[src/rtl/cpu_pkg.sv]
// Shared encodings for the multicycle CPU: opcodes, functs, ALU/mux codes and control states.
package cpu_pkg;

    localparam logic [5:0] OP_RTYPE = 6'b000000;
    localparam logic [5:0] OP_ADDI  = 6'b001000;
    localparam logic [5:0] OP_ANDI  = 6'b001100;
    localparam logic [5:0] OP_ORI   = 6'b001101;
    localparam logic [5:0] OP_SLTI  = 6'b001010;
    localparam logic [5:0] OP_LW    = 6'b100011;
    localparam logic [5:0] OP_SW    = 6'b101011;
    localparam logic [5:0] OP_BEQ   = 6'b000100;
    localparam logic [5:0] OP_J     = 6'b000010;

    localparam logic [5:0] FN_ADD = 6'b100000;
    localparam logic [5:0] FN_SUB = 6'b100010;
    localparam logic [5:0] FN_AND = 6'b100100;
    localparam logic [5:0] FN_OR  = 6'b100101;
    localparam logic [5:0] FN_SLT = 6'b101010;

    localparam logic [3:0] ALU_AND = 4'b0000;
    localparam logic [3:0] ALU_OR  = 4'b0001;
    localparam logic [3:0] ALU_ADD = 4'b0010;
    localparam logic [3:0] ALU_SUB = 4'b0110;
    localparam logic [3:0] ALU_SLT = 4'b0111;

    localparam logic [1:0] SRCB_REG    = 2'b00;
    localparam logic [1:0] SRCB_FOUR   = 2'b01;
    localparam logic [1:0] SRCB_IMM    = 2'b10;
    localparam logic [1:0] SRCB_IMM_SH = 2'b11;

    localparam logic [1:0] PCSRC_ALU    = 2'b00;
    localparam logic [1:0] PCSRC_ALUOUT = 2'b01;
    localparam logic [1:0] PCSRC_JUMP   = 2'b10;

    typedef enum logic [3:0] {
        S_IDLE, S_FETCH, S_DECODE, S_MEM_ADDR, S_MEM_RD, S_MEM_WB, S_MEM_WR,
        S_R_EXEC, S_R_WB, S_I_EXEC, S_I_WB, S_BRANCH, S_JUMP, S_HALT
    } state_t;

endpackage

[src/rtl/alu_op_decode.sv]
// Maps opcode/funct to an ALU function; legal marks a recognised R-type or I-ALU operation.
module alu_op_decode
    import cpu_pkg::*;
(
    input  logic [5:0] opcode,
    input  logic [5:0] funct,
    output logic [3:0] alu_op,
    output logic       legal
);

    always_comb begin
        alu_op = ALU_ADD;
        legal  = 1'b0;
        case (opcode)
            OP_RTYPE: begin
                legal = 1'b1;
                case (funct)
                    FN_ADD:  alu_op = ALU_ADD;
                    FN_SUB:  alu_op = ALU_SUB;
                    FN_AND:  alu_op = ALU_AND;
                    FN_OR:   alu_op = ALU_OR;
                    FN_SLT:  alu_op = ALU_SLT;
                    default: legal  = 1'b0;
                endcase
            end
            OP_ADDI: begin alu_op = ALU_ADD; legal = 1'b1; end
            OP_ANDI: begin alu_op = ALU_AND; legal = 1'b1; end
            OP_ORI:  begin alu_op = ALU_OR;  legal = 1'b1; end
            OP_SLTI: begin alu_op = ALU_SLT; legal = 1'b1; end
            default: ;
        endcase
    end

endmodule

[src/rtl/multicycle_control.sv]
// Moore control FSM for the multicycle datapath; sequences fetch/decode/execute/mem/write-back.
module multicycle_control
    import cpu_pkg::*;
(
    input  logic        clk,
    input  logic        reset,
    input  logic [31:0] IReg_out,
    output logic        PCWrite,
    output logic        PCWriteCond,
    output logic        IorD,
    output logic        MemRead,
    output logic        MemWrite,
    output logic        IRWrite,
    output logic        MemtoReg,
    output logic        ALUSrcA,
    output logic        RegWrite,
    output logic        RegDst,
    output logic [1:0]  PCSource,
    output logic [1:0]  ALUSrcB,
    output logic [3:0]  ALUOp,
    output logic        halted,
    output logic [31:0] instr_count
);

    state_t     state, next_state;
    logic [5:0] opcode, funct;
    logic [3:0] dec_alu_op;
    logic       dec_legal;
    logic       unused_ir_bits;

    assign opcode         = IReg_out[31:26];
    assign funct          = IReg_out[5:0];
    assign unused_ir_bits = ^IReg_out[25:6];

    alu_op_decode u_alu_op_decode (
        .opcode (opcode),
        .funct  (funct),
        .alu_op (dec_alu_op),
        .legal  (dec_legal)
    );

    // Entering FETCH from anything but IDLE means an instruction just retired.
    always_ff @(posedge clk) begin
        if (reset) begin
            state       <= S_IDLE;
            instr_count <= 32'd0;
        end else begin
            state <= next_state;
            if (next_state == S_FETCH && state != S_IDLE)
                instr_count <= instr_count + 32'd1;
        end
    end

    always_comb begin
        next_state = state;
        case (state)
            S_IDLE:   next_state = S_FETCH;
            S_FETCH:  next_state = S_DECODE;
            S_DECODE: begin
                case (opcode)
                    OP_LW, OP_SW:                      next_state = S_MEM_ADDR;
                    OP_RTYPE:                          next_state = dec_legal ? S_R_EXEC : S_HALT;
                    OP_ADDI, OP_ANDI, OP_ORI, OP_SLTI: next_state = S_I_EXEC;
                    OP_BEQ:                            next_state = S_BRANCH;
                    OP_J:                              next_state = S_JUMP;
                    default:                           next_state = S_HALT;
                endcase
            end
            S_MEM_ADDR: next_state = (opcode == OP_LW) ? S_MEM_RD : S_MEM_WR;
            S_MEM_RD:   next_state = S_MEM_WB;
            S_R_EXEC:   next_state = S_R_WB;
            S_I_EXEC:   next_state = S_I_WB;
            S_MEM_WB, S_MEM_WR, S_R_WB, S_I_WB, S_BRANCH, S_JUMP:
                        next_state = S_FETCH;
            S_HALT:     next_state = S_HALT;
            default:    next_state = S_IDLE;
        endcase
    end

    always_comb begin
        PCWrite     = 1'b0;
        PCWriteCond = 1'b0;
        IorD        = 1'b0;
        MemRead     = 1'b0;
        MemWrite    = 1'b0;
        IRWrite     = 1'b0;
        MemtoReg    = 1'b0;
        ALUSrcA     = 1'b0;
        RegWrite    = 1'b0;
        RegDst      = 1'b0;
        PCSource    = PCSRC_ALU;
        ALUSrcB     = SRCB_REG;
        ALUOp       = 4'b0000;
        halted      = 1'b0;
        case (state)
            S_FETCH: begin
                MemRead = 1'b1;
                IRWrite = 1'b1;
                ALUSrcB = SRCB_FOUR;
                ALUOp   = ALU_ADD;
                PCWrite = 1'b1;
            end
            S_DECODE: begin
                ALUSrcB = SRCB_IMM_SH;
                ALUOp   = ALU_ADD;
            end
            S_MEM_ADDR: begin
                ALUSrcA = 1'b1;
                ALUSrcB = SRCB_IMM;
                ALUOp   = ALU_ADD;
            end
            S_MEM_RD: begin
                MemRead = 1'b1;
                IorD    = 1'b1;
            end
            S_MEM_WB: begin
                RegWrite = 1'b1;
                MemtoReg = 1'b1;
            end
            S_MEM_WR: begin
                MemWrite = 1'b1;
                IorD     = 1'b1;
            end
            S_R_EXEC: begin
                ALUSrcA = 1'b1;
                ALUOp   = dec_alu_op;
            end
            S_R_WB: begin
                RegWrite = 1'b1;
                RegDst   = 1'b1;
            end
            S_I_EXEC: begin
                ALUSrcA = 1'b1;
                ALUSrcB = SRCB_IMM;
                ALUOp   = dec_alu_op;
            end
            S_I_WB:   RegWrite = 1'b1;
            S_BRANCH: begin
                ALUSrcA     = 1'b1;
                ALUOp       = ALU_SUB;
                PCWriteCond = 1'b1;
                PCSource    = PCSRC_ALUOUT;
            end
            S_JUMP: begin
                PCWrite  = 1'b1;
                PCSource = PCSRC_JUMP;
            end
            S_HALT:  halted = 1'b1;
            default: ;
        endcase
    end

endmodule

[config.mk]
export PLATFORM = sky130hd
export DESIGN_NAME = multicycle_control
export DESIGN_NICKNAME = d
export VERILOG_FILES = /design/src/rtl/cpu_pkg.sv /design/src/rtl/alu_op_decode.sv /design/src/rtl/multicycle_control.sv
export SDC_FILE = /design/constraint.sdc
export NUM_CORES = 1
export LEC_CHECK = 0
export ABC_AREA = 1
export CAP_MARGIN = 20
export CORE_MARGIN = 8
export CORE_UTILIZATION = 50
export DETAILED_ROUTE_END_ITERATION = 16
export GPL_ROUTABILITY_DRIVEN = 1
export PLACE_DENSITY_LB_ADDON = 0.05
export SYNTH_ARGS = -nofsm -noshare
export SYNTH_HDL_FRONTEND = slang
export SYNTH_SLANG_ARGS = --single-unit
export TNS_END_PERCENT = 100
[constraint.sdc]
create_clock -name clk -period 3.5 [get_ports clk]
set_clock_uncertainty 0.2 [all_clocks]
set_input_delay 0.7 -clock clk [delete_from_list [all_inputs] [get_ports clk]]
set_output_delay 0.7 -clock clk [all_outputs]
set_load 0.01 [all_outputs]
### Word level (Yosys, flattened, before mapping)

Index checks and enable logic that the tools add are counted.

| storage, ports and cells | value |
|---|---|
| register bits | 36 |

| operators by class | value |
|---|---|
| $add $sub $neg | 1 |
| eq/ne operators | 27 |
| muxes and demuxes | 22 |
| reductions and logical operators | 16 |

Operator list:

| kind | number |
|---|---|
| 6-bit == test, second input constant | 7 |
| 32-bit by 1-bit adder with 32-bit output, second input constant | 1 |
| 4-bit case mux with 8 select lines | 1 |
| 4-bit == test, second input constant | 6 |
| 6-bit by 4-bit == test with 1-bit output, second input constant | 4 |
| 4-bit case mux with 5 select lines | 1 |
| 4-bit by 3-bit == test with 1-bit output, second input constant | 4 |
| 4-bit case mux with 4 select lines | 1 |
| 1-bit 2-to-1 mux | 12 |
| 3-bit case mux with 4 select lines | 1 |
| 4-bit case mux with 3 select lines | 1 |
| 2-bit OR reduction | 6 |
| 4-bit by 1-bit == test with 1-bit output, second input constant | 2 |
| 4-bit by 2-bit == test with 1-bit output, second input constant | 2 |
| 4-bit OR reduction | 2 |
| 7-bit OR reduction | 1 |
| 6-bit by 2-bit == test with 1-bit output, second input constant | 1 |
| 6-bit by 3-bit == test with 1-bit output, second input constant | 1 |
| 6-bit zero test | 1 |
| 2-bit case mux with 3 select lines | 1 |
| 3-bit OR reduction | 2 |
| 5-bit OR reduction | 1 |
| 4-bit zero test | 1 |
| 4-bit 2-to-1 mux | 1 |
| other kinds (5) | 5 |

### Depth between registers and ports, before layout

| depth | value |
|---|---|
| depth in word-level cells | 9 |
| mapped depth | 10 |

### By module

A second synthesis with hierarchy kept.

| second synthesis, totals | value |
|---|---|
| cell total of the unflattened synthesis | 526 |
| area, all modules | 2890.3 sq um |

Modules (own cells, without submodules):

| module | instances | cells an instance | area each (sq um) | seq. area each (sq um) |
|---|---|---|---|---|
| multicycle_control | 1 | 476 | 2655.0 | 720.7 |
| alu_op_decode | 1 | 50 | 235.2 | 0.0 |

### Worst setup path after synthesis

Ideal clock, no wire load.

| timing path | value |
|---|---|
| kind | input port to output port |
| from | in IReg_out[31] |
| to | out ALUOp[2] |
| arrival time | 1.756 ns |
| required time | 2.600 ns |
| slack | 0.844 ns |
| stages on the path | 7 |
| cell sequence | nor2_1 nand2_1 nor3_1 nand3_1 o21ai_0 nand2_1 nand2_1 |

| on the way | value |
|---|---|
| longest elaborated chain between the ends | 3 |
| elaborated cells between the ends (all ways) | 6 |
| classes of those cells | eq/ne: 3; mux: 2; reduce/logical: 1 |

Ends and longest elaborated chain:

| item | RTL line | source |
|---|---|---|
| start, declared | multicycle_control.sv:7 | `input logic [31:0] IReg_out,` |
| 6-bit by 4-bit == test with 1-bit output / 6-bit zero test (equally long branches) | alu_op_decode.sv:14 | `case (opcode)` |
| 4-bit case mux with 4 select lines (*) | alu_op_decode.sv:14 |  |
| 4-bit case mux with 3 select lines (*) | multicycle_control.sv:95 | `case (state)` |
| end, declared | multicycle_control.sv:20 | `output logic [3:0] ALUOp,` |

Mark *: on every way between the ends. The rest lies on a longest branch, timed or not.

### Worst setup path after layout

| timing path | value |
|---|---|
| from | in IReg_out[27] |
| to | out ALUOp[0] |

The elaborated chain is that of the path after synthesis.

==> impl_results.md <==
* Status: complete, no violations
* Fmax at 0.296 GHz
* M1 wire length at 3.36 mm
* CP Launch Type: input port
* Unrepaired setup endpoints after global routing: no
* P&R area growth vs syn at 30.8%
* Cell row count at 26
* Highest metal used: met4
* TritonCTS Buffers at 5
* Max Slew Vio Count at 0
* Die height at 87.6 um
* First-pass GRT wire length at 12.3 mm
* Die ar. at 0.00767 mm2
* Arrival time at the worst endpoint at 2.47 ns
* Post-route total power at 0.00139 W
* Post-CTS Setup Repair Bufs at 0
* Nets@finish at 544
* Type of the worst setup path: in2out
* Critical path required time at 2.60 ns
* Post-synthesis sequential area ratio at 0.281
* HP Class: reg2reg
* NetSw at 0.000589 W
* TritonCTS clock tree: built
* Clock sink count at 36
* Clock power frac at 0.196
* Die Wd at 87.6 um
* Clock transition at path regs at 0.07 ns
* CTS H-tree lvls at 2
* Antenna viol nets, final at 0
* Starting Density at 0.508
* Setup WS pre-CTS at -0.0650 ns
* PwrDens at 416 mW/mm2
* Fillers at 499
* Share of cells above drive strength 1 at 0.0491
* Max_cap viols at 0
* Vias in the first global route at 2730
* Clock Tree Root: clkbuf_8
* Antenna diodes at 0
* Post-synthesis cell type count at 28
* VDD IR max at 0.336 mV
* Worst-Skew Late Latency at 0.28 ns
* Power share of the sequential group at 0.331
* Cells after Synth at 443
* Crit. End Element: output pin
* DR DRC count at 0
* Avg WL per Cell at 12.4 um
* Leak pwr at 1.30 nW
* Post-Route WL at 7.17 mm
* Non-filler cells, final at 579
* Deepest clock path buffer count at 2
* Syn Std Cell Area at 0.00256 mm2
* Sw frac at 0.423
* Syn_nets at 478
* Yosys reg bits at 36
* CP max FO at 5
* Fin crit period at 3.37 ns
* PortBufs at 63
* Initial antenna violation count at 0
* Detailed router's first-iteration violation count at 187
* Remaining global-route overflow at 0
* Reg area at 721 um2
* Final Cycle Share at 0.964
* Final worst setup slack at 0.126 ns
* DR vias/cell at 4.97
* Combinational share of power at 0.472
* Placed cells at 572
* Final Hold Vio Count at 0
* Yosys Warn Count at 0
* GRT Overall Usage at 0.196
* Routability cong. at 0.903
* Detailed Routing Iterations Pass 1 at 4
* # IOs at 85
* Via count at 2876
* Final setup violation count at 0
* Multi-input gate area at 0.00164 mm2
* DP Wirelength at 5.57 mm
* Routed wl met3 at 475 um
* Hold-fix buffers, CTS at 0
* Wire length on met2 at 3.22 mm
* Mean area per synthesized cell at 5.78 um2
* Internal at 0.000805 W
* Core area at 0.00504 mm2
* Largest net degree at the start of global routing at 37
* Setup tns final at 0 ns
-- routing by layer --
| metal | vias up | global-route usage |
|---|---|---|
| li1 | 1510 | - |
| met1 | 1266 | 0.258 |
| met2 | 86 | 0.315 |
| met3 | 14 | 0.0375 |
| met4 | 0 | 0.0578 |
| met5 | - | 0 |
-- logic make-up after synthesis --
kind of cell             Yosys count  share of synthesized area
other                              1                    0.00146
AND/OR/NAND/NOR                  276                      0.430
adder cells (fa/ha/maj)            1                    0.00488
flip-flops                        36                      0.281
XOR/XNOR                          25                     0.0854
AO/OA/AOI/OAI                     56                      0.114
buffers and inverters             48                     0.0835
-- critical path: stages --
cell and delay [ns]:
clkdlybuf4s50_1 0.47, nor2_2 0.14, nand2_1 0.11, nor3_2 0.16, buf_4 0.16, nand3_1 0.06
a21oi_1 0.13, clkdlybuf4s50_1 0.56
-- cell usage after synthesis --
| master | number | area (um2) |
|---|---|---|
| conb_1 | 1 | 3.75 |
| buf_2 | 3 | 15.0 |
| xnor2_1 | 14 | 123 |
| ha_1 | 1 | 12.5 |
| inv_1 | 33 | 124 |
| inv_2 | 3 | 11.3 |
| o21ai_0 | 13 | 65.1 |
| o21ai_2 | 1 | 8.76 |
| nand3_1 | 18 | 90.1 |
| a21oi_1 | 39 | 195 |
| nor3b_1 | 1 | 7.51 |
| nand2_1 | 164 | 616 |
| a21oi_2 | 1 | 8.76 |
| xor2_1 | 11 | 96.3 |
| a31oi_1 | 1 | 6.26 |
| dfxtp_1 | 36 | 721 |
| buf_6 | 3 | 33.8 |
| nand4_1 | 1 | 6.26 |
| buf_1 | 1 | 3.75 |
| nor2_2 | 1 | 6.26 |
| nand2_2 | 2 | 12.5 |
| nand3b_1 | 5 | 37.5 |
| nor2_1 | 80 | 300 |
| clkbuf_1 | 3 | 11.3 |
| o21a_1 | 1 | 7.51 |
| buf_4 | 2 | 15.0 |
| nor3_1 | 3 | 15.0 |
| nor3_2 | 1 | 10.0 |
-- layout by cell type (no fill, tap or decap), types with 2 or more instances in the layout --
master,Yosys,final
nor2_1,80,79
xnor2_1,14,14
inv_2,3,3
nor2_2,1,2
nand3_1,18,18
nand3b_1,5,5
buf_4,2,8
nand2_2,2,2
nor3_1,3,2
xor2_1,11,11
clkdlybuf4s50_1,0,61
nor3_2,1,2
inv_1,33,33
nand2_1,164,164
o21ai_0,13,12
dlymetal6s2s_1,0,2
dfxtp_1,36,36
clkbuf_8,0,5
a21oi_1,39,39
-- through the flow --
step	utilization	area [um2]	hold WS (ns)
final	0.665	3350	0.303
after global routing	0.665	3350	0.325
after CTS	0.663	3340	0.308
after detailed placement	0.647	3260	0.297
after global placement	0.647	3260	0.282
after floorplan	-	2560	0.306
-- state kept, by name, summed over array words and instances (netlist names) --
name,flops
state,4
instr_count,32
-- cell type report --
class / count / share of cell area
clock buffers: 6 / 0.0216
clock inverters: 1 / 0.00149
inverters: 36 / 0.0403
multi-input cells: 359 / 0.488
flip-flops and latches: 36 / 0.215
well taps: 70 / 0.0261
repair buffers: 71 / 0.208
-- power groups by stage --
stage	clock (W)	sequential [W]	combinational [W]
2_1_floorplan	0	0.000466	0.000471
3_3_place_gp	0	0.000469	0.000656
3_5_place_dp	0	0.000470	0.000661
4_1_cts	0.000281	0.000461	0.000663
5_1_grt	0.000301	0.000464	0.000730
6_report	0.000274	0.000462	0.000658
-- final timing paths --
kind | start | to | slack [ns] | cells past startpoint
worst max-delay path | IReg_out[27] | ALUOp[0] | 0.13 | 8
worst min-delay path | instr_count[31] | instr_count[31] | 0.30 | 2
worst max register to register | instr_count[0] | instr_count[26] | 1.40 | 9
worst min register to register | instr_count[31] | instr_count[31] | 0.30 | 2
-- timing repair --
item                                   4_1_cts  5_1_grt
setup endpoints to repair                    2        3
endpoints found under the hold margin        0        0
resized for setup                            1        4
gates cloned                                 0        0
No activity file was read; power rests on OpenSTA's default activity.
